===== config.mk =====
export PLATFORM = sky130hd
export DESIGN_NAME = timer_ctrl
export DESIGN_NICKNAME = d
export VERILOG_FILES = /design/src/rtl/timer_ctrl.sv
export SDC_FILE = /design/constraint.sdc
export NUM_CORES = 1
export LEC_CHECK = 0
export BUFFER_PORTS_ARGS = -buffer_cell sky130_fd_sc_hd__buf_4
export CELL_PAD_IN_SITES_DETAIL_PLACEMENT = 0
export CELL_PAD_IN_SITES_GLOBAL_PLACEMENT = 2
export CORE_ASPECT_RATIO = 1.75
export CORE_UTILIZATION = 26
export CTS_CLUSTER_DIAMETER = 30
export CTS_CLUSTER_SIZE = 12
export DETAILED_ROUTE_END_ITERATION = 10
export PLACE_DENSITY = 0.87
export SLEW_MARGIN = 20
export SYNTH_ARGS = -nofsm -noshare
export SYNTH_HDL_FRONTEND = slang
export SYNTH_SLANG_ARGS = --single-unit

===== constraint.sdc =====
create_clock -name clk -period 2.41 [get_ports clk]
set_input_delay 0.241 -clock clk [delete_from_list [all_inputs] [get_ports clk]]
set_output_delay 0.241 -clock clk [all_outputs]
set_load 0.005 [all_outputs]

===== src/rtl/timer_ctrl.sv =====
// Constant-countdown timer controller: TCFG/TVAL registers, tick prescaler, expiry
// detection, one-shot/periodic reload and sticky timer interrupt.
module timer_ctrl #(
  parameter int TIMER_W  = 32,
  parameter int PRESCALE = 1
) (
  input  logic        clk,
  input  logic        rst_n,
  input  logic        tcfg_we,
  input  logic [31:0] tcfg_wdata,
  input  logic        ticlr_we,
  input  logic [31:0] ticlr_wdata,
  input  logic        freeze,
  output logic [31:0] tcfg,
  output logic [31:0] tval,
  output logic        timer_int,
  output logic        expire_p,
  output logic [1:0]  state
);

  localparam int PS_W = (PRESCALE > 1) ? $clog2(PRESCALE) : 1;
  localparam logic [PS_W-1:0] PS_MAX = PS_W'(PRESCALE - 1);

  typedef enum logic [1:0] {
    S_IDLE = 2'b00,
    S_RUN  = 2'b01,
    S_DONE = 2'b10
  } state_t;

  state_t             st_q;
  state_t             st_d;
  logic [TIMER_W-1:0] tcfg_q;
  logic [TIMER_W-1:0] tval_q;
  logic [PS_W-1:0]    presc_q;
  logic               int_q;
  logic               exp_q;

  logic               wr_en;
  logic               advance;
  logic               tick;
  logic               expiry;
  logic               int_clr;
  logic [TIMER_W-1:0] wr_reload;
  logic [TIMER_W-1:0] reload;

  assign wr_en     = tcfg_wdata[0];
  assign wr_reload = {tcfg_wdata[TIMER_W-1:2], 2'b00};
  assign reload    = {tcfg_q[TIMER_W-1:2], 2'b00};
  assign int_clr   = ticlr_we && ticlr_wdata[0];

  // A TCFG write in the same cycle suppresses both prescaler advance and tick.
  assign advance = (st_q == S_RUN) && !freeze && !tcfg_we;
  assign tick    = advance && (presc_q == PS_MAX);
  assign expiry  = tick && (tval_q == '0);

  always_ff @(posedge clk or negedge rst_n) begin
    if (!rst_n) begin
      st_q <= S_IDLE;
    end else begin
      st_q <= st_d;
    end
  end

  always_comb begin
    st_d = st_q;
    if (tcfg_we) begin
      st_d = wr_en ? S_RUN : S_IDLE;
    end else if (expiry && !tcfg_q[1]) begin
      st_d = S_DONE;
    end
  end

  always_ff @(posedge clk or negedge rst_n) begin
    if (!rst_n) begin
      tcfg_q  <= '0;
      tval_q  <= '0;
      presc_q <= '0;
    end else if (tcfg_we) begin
      tcfg_q  <= tcfg_wdata[TIMER_W-1:0];
      presc_q <= '0;
      if (wr_en) begin
        tval_q <= wr_reload;
      end
    end else begin
      if (advance) begin
        presc_q <= (presc_q == PS_MAX) ? '0 : presc_q + 1'b1;
      end
      if (tick) begin
        if (tval_q != '0) begin
          tval_q <= tval_q - 1'b1;
        end else if (tcfg_q[1]) begin
          tval_q <= reload;
        end
      end
    end
  end

  // Setting on expiry takes priority over a simultaneous TICLR clear.
  always_ff @(posedge clk or negedge rst_n) begin
    if (!rst_n) begin
      int_q <= 1'b0;
      exp_q <= 1'b0;
    end else begin
      exp_q <= expiry;
      if (expiry) begin
        int_q <= 1'b1;
      end else if (int_clr) begin
        int_q <= 1'b0;
      end
    end
  end

  assign tcfg      = 32'(tcfg_q);
  assign tval      = 32'(tval_q);
  assign timer_int = int_q;
  assign expire_p  = exp_q;
  assign state     = st_q;

  logic unused_wdata;
  assign unused_wdata = ^{ticlr_wdata[31:1], tcfg_wdata};

endmodule


**Yosys cells after proc, flatten, opt, wreduce, memory -nomap -nowiden**

Cells that the tools add are included.

- Flip-flop bits (word level): 69
- Input port bits: 69
- Output and inout bits: 68
- Logic and storage cells: 41

- Add/sub/neg operators: 2
- Equality and inequality tests: 2
- Muxes and demuxes: 13
- Bitwise logic cells: 1
- Reduce and logical (&&, ||, !) cells: 17

Operators with widths:

| operator | number |
|---|---|
| $mux W32 | 5 |
| $logic_not A32 Y1 | 1 |
| $reduce_bool A32 Y1 | 1 |
| $sub A32 B1 Y32 const B | 1 |
| $reduce_bool A2 Y1 | 4 |
| $logic_and A1 B1 Y1 | 6 |
| $mux W1 | 6 |
| $mux W2 | 2 |
| $logic_not A1 Y1 | 3 |
| $reduce_and A3 Y1 | 1 |
| $reduce_bool A3 Y1 | 1 |
| $eq A2 B1 Y1 const B | 1 |
| $ne A2 B1 Y1 const B | 1 |
| $add A1 B1 Y1 const B | 1 |
| $not A1 Y1 | 1 |

**Longest topological paths before layout**

- Depth after elaboration: 8
- Mapped depth: 9
- Mapped depth without buffers: 8

**Worst setup path after synthesis**

No wires, ideal clock.

- Path type: reg2reg
- From: register tval_q[0] (netlist: tval[0])
- To: register tval_q[26] (netlist: tval[26])
- Library setup time: 0.121 ns
- Data arrival time: 2.219 ns
- Required time: 2.289 ns
- Setup slack: 0.070 ns
- Stages on the path, launching flop included: 9
- Buffers on the path: 0
- Period minus slack after synthesis: 2.340 ns
- Path through: dfrtp_1 > inv_1 > ha_1 > nor3b_2 > and3_1 > nand3_1 > or4_1 > o221a_2 > o22a_1

- Cells in the longest elaborated chain, start to end: 4
- Elaborated cells between the ends (all ways): 7
- Those cells by class: add/sub: 1; mux: 3; reduce/logical: 3

Ends and longest elaborated chain:

| element | RTL line | RTL |
|---|---|---|
| from (decl) | 33 | `logic [TIMER_W-1:0] tval_q;` |
| from (signal assigned) | 82 | `tval_q <= wr_reload;` |
| from (signal assigned) | 90 | `tval_q <= tval_q - 1'b1;` |
| from (signal assigned) | 92 | `tval_q <= reload;` |
| $sub A32 B1 Y32 or $reduce_bool A32 Y1 (tied branches) | 90, 89 |  |
| $mux W32 | 89 | `if (tval_q != '0) begin` |
| $mux W32 | 88 | `if (tick) begin` |
| $mux W32 | 78 | `end else if (tcfg_we) begin` |

Several ways; a longest one is shown, not always the timed one. The select of a mux whose other input is x is not followed.
A chain may end at the register's enable or synchronous reset.

**Final worst setup path**

- From: register tval_q[17] (netlist: tval[17])
- To: register tval_q[26] (netlist: tval[26])

The elaborated chain is that of the path after synthesis.

==> impl_results.html <==
<table>
<tr><th>Metric</th><th>Value</th></tr>
<tr><th colspan="2">Synth</th></tr>
<tr><td>Proportion of synthesized chip area in sequential cells</td><td>between 40% and 50%</td></tr>
<tr><td>Number of warnings reported in the yosys synthesis log</td><td>0</td></tr>
<tr><td>Top cell type's share of synthesized area</td><td>between 40% and 50%</td></tr>
<tr><td>Post-Synthesis Cells</td><td>413</td></tr>
<tr><td>Synth Cell Area</td><td>roughly 3700 sq um</td></tr>
<tr><td>Syn Area/Cell</td><td>8.98 sq um</td></tr>
<tr><td>Cell type with the highest aggregate area in the netlist</td><td>sky130_fd_sc_hd__dfrtp_1</td></tr>
<tr><td>Leading cell types by total area after synthesis</td><td>sky130_fd_sc_hd__dfrtp_1 (46%), sky130_fd_sc_hd__o21ai_0 (5.0%), sky130_fd_sc_hd__nand2_1 (4.9%)</td></tr>
<tr><td>Count of flip-flops with a built-in enable after synthesis</td><td>0</td></tr>
<tr><td>Commonest cells post-synth</td><td>sky130_fd_sc_hd__dfrtp_1 (68), sky130_fd_sc_hd__nand2_1 (48), sky130_fd_sc_hd__o21ai_0 (37)</td></tr>
<tr><td>Total nets after synthesis</td><td>between 400 and 500</td></tr>
<tr><td>Number of register bits inferred by synthesis</td><td>68</td></tr>
<tr><td>Most used flip-flop cell after synthesis</td><td>sky130_fd_sc_hd__dfrtp_1</td></tr>
<tr><td>Share of flip-flops with an asynchronous set or reset after synthesis</td><td>100%</td></tr>
<tr><td>Number of distinct standard cells referenced by the synthesized netlist</td><td>49</td></tr>
<tr><td>Most frequent cell after synthesis</td><td>sky130_fd_sc_hd__dfrtp_1</td></tr>
<tr><th colspan="2">STA</th></tr>
<tr><td>Total count of hold-check failures in the final report</td><td>0</td></tr>
<tr><td>Post-route fraction of the period consumed by the critical path</td><td>a little over nine tenths</td></tr>
<tr><td>Count of final setup violators</td><td>0</td></tr>
<tr><td>Setup repair after global routing missed its margin</td><td>true</td></tr>
<tr><td>Post-layout min period</td><td>roughly 2400 ps</td></tr>
<tr><td>Relative slew margins</td><td>approximately two fifths</td></tr>
<tr><td>Final slew viol count</td><td>0</td></tr>
<tr><td>Slack of the critical path</td><td>59.0 ps</td></tr>
<tr><td>Clock Skews</td><td>~7.5 ps</td></tr>
<tr><td>Transition time of the tightest slew-check pin</td><td>907 ps</td></tr>
<tr><td>Highest clock rate</td><td>around 430 MHz</td></tr>
<tr><th colspan="2">Floorplanning</th></tr>
<tr><td>Starting Density</td><td>a little over a quarter</td></tr>
<tr><td>Die width</td><td>92.3 um</td></tr>
<tr><td>Number of core rows</td><td>between 50 and 60</td></tr>
<tr><td>Chip height</td><td>roughly 160 um</td></tr>
<tr><td>Die Area</td><td>roughly 15000 sq um</td></tr>
<tr><td>Floorplan Core Area</td><td>13900 sq um</td></tr>
<tr><td>Num ports</td><td>between 100 and 150</td></tr>
<tr><th colspan="2">Outcome</th></tr>
<tr><td>Outcome</td><td>finished, final reports clean</td></tr>
<tr><th colspan="2">Clocking</th></tr>
<tr><td>Hold buffer count at cts</td><td>0</td></tr>
<tr><td>Clock tree sinks</td><td>slightly below 70</td></tr>
<tr><td>Clock root buffer</td><td>sky130_fd_sc_hd__clkbuf_16</td></tr>
<tr><td>Worst-case clock buffer depth</td><td>2</td></tr>
<tr><td>Clock latency reported for the late side of the worst-skew pair</td><td>between 300 and 400 ps</td></tr>
<tr><td>CTS tree</td><td>done</td></tr>
<tr><td>Register clock-pin slew on the reported worst setup and hold paths</td><td>around 60 ps</td></tr>
<tr><td>Cts bufs inserted</td><td>9</td></tr>
<tr><td>H-tree level count</td><td>3</td></tr>
<tr><th colspan="2">Layout</th></tr>
<tr><td>Post-synthesis to final-layout area growth</td><td>45.3%</td></tr>
<tr><td>Count of antenna diodes in the layout</td><td>0</td></tr>
<tr><td>Nets</td><td>between 600 and 700</td></tr>
<tr><td>Area of combinational cells with multiple inputs</td><td>between 1500 and 2000 sq um</td></tr>
<tr><td>Number of cells in the finished layout apart from fillers</td><td>740</td></tr>
<tr><td>FF+latch area</td><td>between 1500 and 2000 sq um</td></tr>
<tr><td>Share of final-layout standard cells stronger than drive strength 1</td><td>around 35%</td></tr>
<tr><td>Number of filler cells placed in the layout</td><td>around 1500</td></tr>
<tr><td>Post-Layout Inst Area</td><td>between 5000 and 6000 sq um</td></tr>
<tr><th colspan="2">GRT</th></tr>
<tr><td>Pin count of the biggest net entering global routing</td><td>74</td></tr>
<tr><td>Number of global-route vias before repair</td><td>roughly 3800</td></tr>
<tr><td>Layer with the highest usage after global routing</td><td>met2</td></tr>
<tr><td>Total routing usage reported by global routing</td><td>between 10% and 20%</td></tr>
<tr><td>First-pass GRT wire length</td><td>~19000 um</td></tr>
<tr><td>Met2 Track Usage GR</td><td>about 30%</td></tr>
<tr><td>Global routing usage on met1</td><td>18.7%</td></tr>
<tr><td>Initial antenna violation count</td><td>0</td></tr>
<tr><td>Congestion Overflow GR</td><td>0</td></tr>
<tr><td>Met3 track demand over resource</td><td>under 10%</td></tr>
<tr><th colspan="2">Power and ir drop</th></tr>
<tr><td>Worst supply voltage drop on vdd</td><td>approximately 340 uV</td></tr>
<tr><td>Cell area power density</td><td>723 nW/um^2</td></tr>
<tr><td>Static leakage power</td><td>~2.4 nW</td></tr>
<tr><th colspan="2">Drt</th></tr>
<tr><td>Vias</td><td>between 3000 and 4000</td></tr>
<tr><td>Initial drt markers</td><td>230</td></tr>
<tr><td>First drt pass iteration count</td><td>4</td></tr>
<tr><td>Number of remaining DRC errors</td><td>0</td></tr>
<tr><td>Via/cell ratio</td><td>around 5.1</td></tr>
<tr><td>Average wire per standard cell</td><td>about 16 um</td></tr>
<tr><td>Detailed-route wire length</td><td>roughly 12000 um</td></tr>
<tr><td>Count of antenna-violating nets left after detailed routing</td><td>0</td></tr>
<tr><th colspan="2">Flow run</th></tr>
<tr><td># Max-Cap Violations</td><td>0</td></tr>
<tr><th colspan="2">Placed design</th></tr>
<tr><td>PortBufs</td><td>approximately 110</td></tr>
<tr><td>Area post-placement</td><td>4980 sq um</td></tr>
<tr><td>Post-detailed-placement half-perimeter wirelength</td><td>8890 um</td></tr>
<tr><td>Final estimated routing congestion in global placement</td><td>between 0.8 and 0.9</td></tr>
<tr><td>Cells after DPL</td><td>715</td></tr>
<tr><td>Dpl ws</td><td>around 7.9 ps</td></tr>
<tr><th colspan="2">Setup path</th></tr>
<tr><td>Worst setup EP type</td><td>flip-flop</td></tr>
<tr><td>Biggest fanout along the worst timing path</td><td>6</td></tr>
<tr><td>Data required, critical path</td><td>2630 ps</td></tr>
<tr><td>Crit path arrival time</td><td>about 2600 ps</td></tr>
<tr><td>Startpoint-to-endpoint class of the critical path</td><td>flip-flop to flip-flop</td></tr>
<tr><td>Type of element launching the critical path</td><td>flip-flop</td></tr>
<tr><th colspan="2">Min path</th></tr>
<tr><td>Tightest Hold Check Type</td><td>primary input to asynchronous set/reset pin</td></tr>
</table>
## path summary, 6_finish.rpt
path / slack (ps) / cells past startpoint / to / startpoint
worst max register to register: 60 / 6 / tval[26]$_DFFE_PN0P_ / tval[17]$_DFFE_PN0P_
max in group asynchronous: 1720 / 1 / tval[0]$_DFFE_PN0P_ / rst_n
worst min register to register: 480 / 2 / timer_int$_DFFE_PN0P_ / timer_int$_DFFE_PN0P_
worst min-delay path: 4 / 1 / tcfg[1]$_DFFE_PN0P_ / rst_n
worst max-delay path: 60 / 6 / tval[26]$_DFFE_PN0P_ / tval[17]$_DFFE_PN0P_
min in group clk: 130 / 3 / tcfg[18]$_DFFE_PN0P_ / tcfg_wdata[18]
## power breakdown
part	switching (mW)	internal, mW	total [mW]
Combinational	0.503	0.566	1.07
Clock	0.509	0.854	1.36
Sequential	0.162	1.30	1.46
## flip-flops by register name, indices dropped and copies added, names as in the netlist
| register | count |
|---|---|
| expire_p | 1 |
| state | 2 |
| tcfg | 32 |
| timer_int | 1 |
| tval | 32 |
## final cells by class
class,instances,area share [%]
inverters,29,2.02
clock buffers,12,4.76
clock inverters,4,0.882
multi-input cells,291,33.7
well taps,177,4.11
flip-flops and latches,68,31.6
repair buffers,159,22.9
## per-layer routing
| layer | wire (um) | share of wire, % | vias to the layer above |
|---|---|---|---|
| met3 | 430 | 3.5 | 24 |
| met2 | 6560 | 54 | 93 |
| met1 | 4800 | 39 | 1819 |
| met5 | 0 | 0 | - |
| li1 | - | - | 1810 |
| met4 | 408 | 3.3 | 0 |
## logic make-up after synthesis
family,after synthesis,synth area share [%]
DFF,68,45.9
xor gates and xnor gates,12,2.83
and+or+nand+nor,139,19.4
AOI/OAI and AO/OA,130,22.7
buffers and inverters,54,6.04
adders and majority gates,2,0.674
muxes,8,2.43
## worst max-delay path, cell delays in order, from the launching register on
cell and delay (ps):
sky130_fd_sc_hd__dfrtp_1 430, sky130_fd_sc_hd__nor4_4 360, sky130_fd_sc_hd__nand3_2 180, sky130_fd_sc_hd__or4_4 660
sky130_fd_sc_hd__buf_4 190, sky130_fd_sc_hd__o221a_2 260, sky130_fd_sc_hd__o22a_1 170
## stage by stage
| step | total power [mW] | setup TNS, ps | utilization [%] | hold slack, ps |
|---|---|---|---|---|
| final | 3.89 | 0 | 38.8 | 3.98 |
| after global routing | 4.09 | -9.61 | 38.8 | 86.5 |
| after CTS | 3.91 | 0 | 38.1 | 66.9 |
| after detailed placement | 2.54 | 0 | 35.8 | 431 |
| after global placement | 2.51 | 0 | 35.8 | 417 |
| after floorplan | 1.91 | 0 | - | -54.6 |
## placed cells by master (no fill, tap or decap), types with 2 or more instances in the layout
cell type                   instances
sky130_fd_sc_hd__buf_4            153
sky130_fd_sc_hd__dfrtp_1           67
sky130_fd_sc_hd__nand2_1           47
sky130_fd_sc_hd__o21ai_0           37
sky130_fd_sc_hd__nor2_1            34
sky130_fd_sc_hd__inv_1             29
sky130_fd_sc_hd__a31oi_1           25
sky130_fd_sc_hd__a21oi_1           18
sky130_fd_sc_hd__o211ai_1          12
sky130_fd_sc_hd__nor3_1            11
sky130_fd_sc_hd__clkbuf_16          9
sky130_fd_sc_hd__nor4_1             8
sky130_fd_sc_hd__nand3_1            8
sky130_fd_sc_hd__xnor2_1            8
sky130_fd_sc_hd__mux2_2             8
sky130_fd_sc_hd__nand4_1            6
sky130_fd_sc_hd__a221o_1            5
sky130_fd_sc_hd__or3_1              4
sky130_fd_sc_hd__o2bb2ai_1          4
sky130_fd_sc_hd__a211oi_1           4
sky130_fd_sc_hd__xor2_1             4
sky130_fd_sc_hd__a211o_1            4
sky130_fd_sc_hd__or4_1              4
sky130_fd_sc_hd__nor4_4             3
sky130_fd_sc_hd__o31ai_1            3
sky130_fd_sc_hd__buf_12             3
sky130_fd_sc_hd__nor4_2             2
sky130_fd_sc_hd__or4_4              2
sky130_fd_sc_hd__nor3b_1            2
sky130_fd_sc_hd__and3_1             2
sky130_fd_sc_hd__o41ai_1            2
sky130_fd_sc_hd__o22ai_1            2
sky130_fd_sc_hd__a21o_1             2
sky130_fd_sc_hd__o21a_1             2
sky130_fd_sc_hd__clkinv_2           2
sky130_fd_sc_hd__clkbuf_8           2
sky130_fd_sc_hd__buf_6              2
## timing repair
action | 4_1_cts | 5_1_grt
resized for setup | 1 | 9
endpoints found under the setup margin | 1 | 27
pin swaps | 0 | 4
setup buffers | 0 | 9
Note: power is estimated with default switching activity, not from simulation.
